**src/rtl/nn_pkg.sv**
```systemverilog
// Shared sizes, FSM encoding and the hard-wired weight table for the single-neuron engine.
package nn_pkg;

  localparam int N_IN  = 16;
  localparam int ACC_W = 24;

  typedef enum logic [1:0] {
    IDLE,
    COMPUTE,
    FINISH
  } state_t;

  // Weight table entry: 8-bit wrap of 17*n + 3*i + 1, interpreted as signed.
  function automatic logic signed [7:0] weight(input logic [2:0] n, input logic [3:0] i);
    logic [7:0] t;
    t = 8'd17 * {5'd0, n} + 8'd3 * {4'd0, i} + 8'd1;
    return t;
  endfunction

endpackage

```
**src/rtl/nn_mac.sv**
```systemverilog
// Combinational unsigned-x-signed 8x8 multiply-accumulate stage, kept as its own
// block so the multiplier shows up isolated in power traces.
module nn_mac
  import nn_pkg::*;
(
  input  logic        [7:0]       x,
  input  logic signed [7:0]       w,
  input  logic signed [ACC_W-1:0] acc_in,
  output logic signed [ACC_W-1:0] acc_out
);

  logic signed [16:0] x_ext;
  logic signed [16:0] w_ext;
  logic signed [16:0] prod;

  // Product of a 9-bit positive and an 8-bit signed value always fits in 17 bits.
  assign x_ext   = {9'd0, x};
  assign w_ext   = {{9{w[7]}}, w};
  assign prod    = x_ext * w_ext;
  assign acc_out = acc_in + {{(ACC_W-17){prod[16]}}, prod};

endmodule

```
**src/rtl/neural_network.sv**
```systemverilog
// Single-neuron inference: collect 16 bytes, run 16 MAC cycles with a selectable
// weight set and optional ReLU, flag the compute window on trigOut.
module neural_network
  import nn_pkg::*;
(
  input  logic             clk,
  input  logic             rst,
  input  logic             byteRecv,
  input  logic [7:0]       byteIn,
  input  logic [3:0]       sw,
  output logic             trigOut,
  output logic [4:0]       byteCnt,
  output logic [ACC_W-1:0] dataOut
);

  localparam logic [4:0] LAST_BYTE = 5'(N_IN - 1);
  localparam logic [3:0] LAST_IDX  = 4'(N_IN - 1);

  state_t                  state;
  logic [7:0]              x [N_IN];
  logic [3:0]              idx;
  logic [3:0]              sw_q;
  logic signed [ACC_W-1:0] acc;
  logic signed [ACC_W-1:0] mac_sum;

  nn_mac u_mac (
    .x      (x[idx]),
    .w      (weight(sw_q[2:0], idx)),
    .acc_in (acc),
    .acc_out(mac_sum)
  );

  always_ff @(posedge clk or posedge rst) begin
    if (rst) begin
      state   <= IDLE;
      byteCnt <= '0;
      trigOut <= 1'b0;
      dataOut <= '0;
      idx     <= '0;
      sw_q    <= '0;
      acc     <= '0;
      for (int i = 0; i < N_IN; i++) x[i] <= '0;
    end else begin
      unique case (state)
        IDLE: begin
          if (byteRecv) begin
            x[byteCnt[3:0]] <= byteIn;
            byteCnt         <= byteCnt + 5'd1;
            if (byteCnt == LAST_BYTE) begin
              sw_q    <= sw;
              acc     <= '0;
              idx     <= '0;
              state   <= COMPUTE;
              trigOut <= 1'b1;
            end
          end
        end
        COMPUTE: begin
          acc <= mac_sum;
          idx <= idx + 4'd1;
          if (idx == LAST_IDX) begin
            state   <= FINISH;
            trigOut <= 1'b0;
          end
        end
        FINISH: begin
          // ReLU clamps only negative sums; byteCnt reopens for the next frame.
          dataOut <= (sw_q[3] && acc[ACC_W-1]) ? '0 : acc;
          byteCnt <= '0;
          state   <= IDLE;
        end
        default: begin
          state   <= IDLE;
          trigOut <= 1'b0;
        end
      endcase
    end
  end

endmodule

```
**config.mk**
```make
export PLATFORM = sky130hd
export DESIGN_NAME = neural_network
export DESIGN_NICKNAME = d
export VERILOG_FILES = /design/src/rtl/nn_pkg.sv /design/src/rtl/nn_mac.sv /design/src/rtl/neural_network.sv
export SDC_FILE = /design/constraint.sdc
export NUM_CORES = 1
export LEC_CHECK = 0
export CAP_MARGIN = 20
export CORE_UTILIZATION = 45
export CTS_CLUSTER_SIZE = 14
export DETAILED_ROUTE_END_ITERATION = 10
export HOLD_SLACK_MARGIN = 0.15
export SLEW_MARGIN = 20
export SYNTH_ARGS = -nofsm -noshare
export SYNTH_HDL_FRONTEND = slang
export SYNTH_SLANG_ARGS = --single-unit
```
**constraint.sdc**
```tcl
create_clock -name clk -period 9.2 [get_ports clk]
set_input_delay 1.84 -clock clk [delete_from_list [all_inputs] [get_ports clk]]
set_output_delay 1.84 -clock clk [all_outputs]
set_load 0.1 [all_outputs]
```
==> impl_metrics.toml <==
[outcome]
status = "finished, violations left"
violations = "DRC"

[clock_tree]
clk_path_buf_depth = 2
cts_tree = "done"
cts.sinks = 192
cts.reportedPaths.clkPinSlew_ns = 0.08
cts_max_level = 4
cts_root_buf = "clkbuf_16"
worstSkewPairLatency_ns = 0.45
cts_buffers = 17

[setup_path]
crit_required_ns = 9.52
arrival_ns = 9.02
timing.rr.start = "idx[1]"
slowest_delay_ns = 0.55
startpoint_type = "register"
crit_path_top_delay_cell = "a2111oi_0"
worstSetupEndpointType = "register"
startpoint = "idx[1]"
path_class = "reg -> reg"
worstPathMaxFanout = 8

[finish]
nNetsFinal = 1194
n_antenna_cell = 0
area_delta_synth_final_pct = 11.8
post-route-util_pct = 51.5
layout-drive-gt1-share_pct = 22.5
postLayoutCellArea_um2 = 13500

[synth]
synth-async-reset-ratio_pct = 100
syn-cell-area_um2 = 12100
synthFlopType = "dfrtp_1"
avgSynthCellArea_um2 = 11.9
post-synth-top-count-cell = "dfrtp_1"
synth_common_cells = "dfrtp_1, mux2_2, ha_1"
netlist.area_leader.share_pct = 39.8
synth_cell_type_count = 59
synth.area.top_cells = "dfrtp_1, mux2_2, ha_1"
ys_warn_count = 0
ys_seq_elements = 192
synth_edf_count = 0
synth.yosys.seq_area_share_pct = 39.8
syn_inst = 1011
yosys.area.top_type = "dfrtp_1"
syn_nets = 1158

[floorplanning]
start_util_pct = 46.0
rows = 59
die-area_um2 = 27500
core-area_um2 = 26200
die_w_um = 166
die_y_um = 166
io_pins = 45

[timing]
post-route-period-util_pct = 94.5
post-route-min-period_ns = 8.70
worst_slack_ns = 0.501
slew_viol_final = 0
fin_skew_ns = 0.0261
finalSetupViolations = 0
worst_slew_pin_slew_ns = 1.08
hold_viol = 0
fmax_ghz = 0.115
slew_headroom_pct = 28.1
finalSetupTns_ns = 0

[min_path]
hold_class = "reg -> reg"
hp-start = "trigOut"

[placed_design]
place.gp.congestion = 0.842
io_buffer_count = 44
dpl-instance-area_um2 = 12900
post-place-ws_ns = 0.259
dp_hpwl_um = 18500

[route]
drtIter0Drc = 391
drtAntennaViolNets = 0
wl_um = 25600
wl_per_cell_um = 18.4
drcViolationCount = 4
via_per_inst = 5.55
vias = 7749
drt_first_pass_iters = 8

[grt]
grt_pass1_wl_um = 42400
grt_max_degree = 117
grt_pass1_vias = 7950
grt_usage_pct = 19.5
antenna_found_initial = 0
grt_overflow = 0

[flow_run]
maxCapViolations = 0
==> layer usage <==
| layer | part of all wire (%) | track usage, % |
|---|---|---|
| met5 | 0 | 0 |
| met4 | 1.5 | 4.96 |
| met3 | 1.7 | 2.36 |
| met2 | 51 | 33.3 |
| met1 | 46 | 26.5 |
==> what timing repair did <==
item,4_1_cts,5_1_grt
gates resized for setup,0,4
buffers inserted,0,0
hold buffers,0,0
endpoints found under the setup margin,0,7
==> worst max-delay path: cells and delay by family (launching register included) <==
kind / cells / cell delay, ns
AOI/OAI and AO/OA: 13 / 3.02
and+or+nand+nor: 3 / 0.31
buffers and inverters: 4 / 0.25
xor gates and xnor gates: 2 / 0.43
adders and majority gates: 10 / 4.13
DFF: 1 / 0.42
==> stage by stage <==
stage               std cells  hold WS (ns)
floorplan                1011         0.468
global route             1395         0.519
finish                   1395         0.492
CTS                      1395         0.501
detailed placement       1363         0.483
global placement         1363         0.469
==> layout make-up <==
type / count / area, um^2
Inverter: 90 / 345
Fill cell: 2278 / 12700
Sequential cell: 192 / 4810
Multi-Input combinational cell: 693 / 6800
Clock inverter: 15 / 186
Timing Repair Buffer: 53 / 512
Clock buffer: 17 / 425
Tap cell: 335 / 419
==> state kept, by name, indices dropped and copies added, names as in the netlist <==
signal / count
x: 128
idx: 4
dataOut: 24
trigOut: 1
sw_q: 4
byteCnt: 5
state: 2
acc: 24
==> layout by cell type, fill, tap and decap left out, types with 4 or more instances in the layout <==
cell type | synthesis | layout
fa_1 | 41 | 41
and2_1 | 40 | 40
a21oi_1 | 32 | 30
a21o_1 | 12 | 12
or2_2 | 6 | 6
ha_1 | 91 | 91
nand2_1 | 57 | 57
and3_1 | 5 | 5
nand2b_1 | 5 | 5
buf_4 | 0 | 8
clkinv_8 | 0 | 6
inv_1 | 90 | 89
nor2b_1 | 13 | 13
o21ai_1 | 4 | 4
xnor2_1 | 17 | 17
dfrtp_1 | 192 | 191
clkdlybuf4s50_1 | 0 | 44
nand3_1 | 26 | 26
o21ai_0 | 31 | 31
mux4_2 | 40 | 40
o21bai_1 | 7 | 7
o21a_1 | 6 | 6
nor3_1 | 8 | 8
clkbuf_16 | 0 | 17
a22o_1 | 25 | 25
inv_8 | 0 | 4
mux2_2 | 133 | 133
xor2_1 | 10 | 9
nor2_1 | 35 | 35
==> worst paths after layout <==
check                           endpoint  slack [ns]  cells past startpoint
min in group asynchronous          x[37]        1.95                      2
max in group asynchronous         x[115]        5.71                      3
worst max-delay path             acc[22]        0.50                     32
worst max register to register   acc[22]        0.50                     32
worst min register to register   trigOut        0.49                      1
worst min-delay path             trigOut        0.49                      1
==> kinds of logic after synthesis <==
group | count (synthesis) | synth area share [%]
xor+xnor | 29 | 2.29
fa+ha+maj | 132 | 16.2
mux | 173 | 19.9
simple gates | 204 | 8.34
flops | 192 | 39.8
buf+inv | 126 | 4.07
compound gates | 155 | 9.36
Power is not shown: default switching activity piles up to over one toggle a cycle in this logic, so the estimate is an artifact.
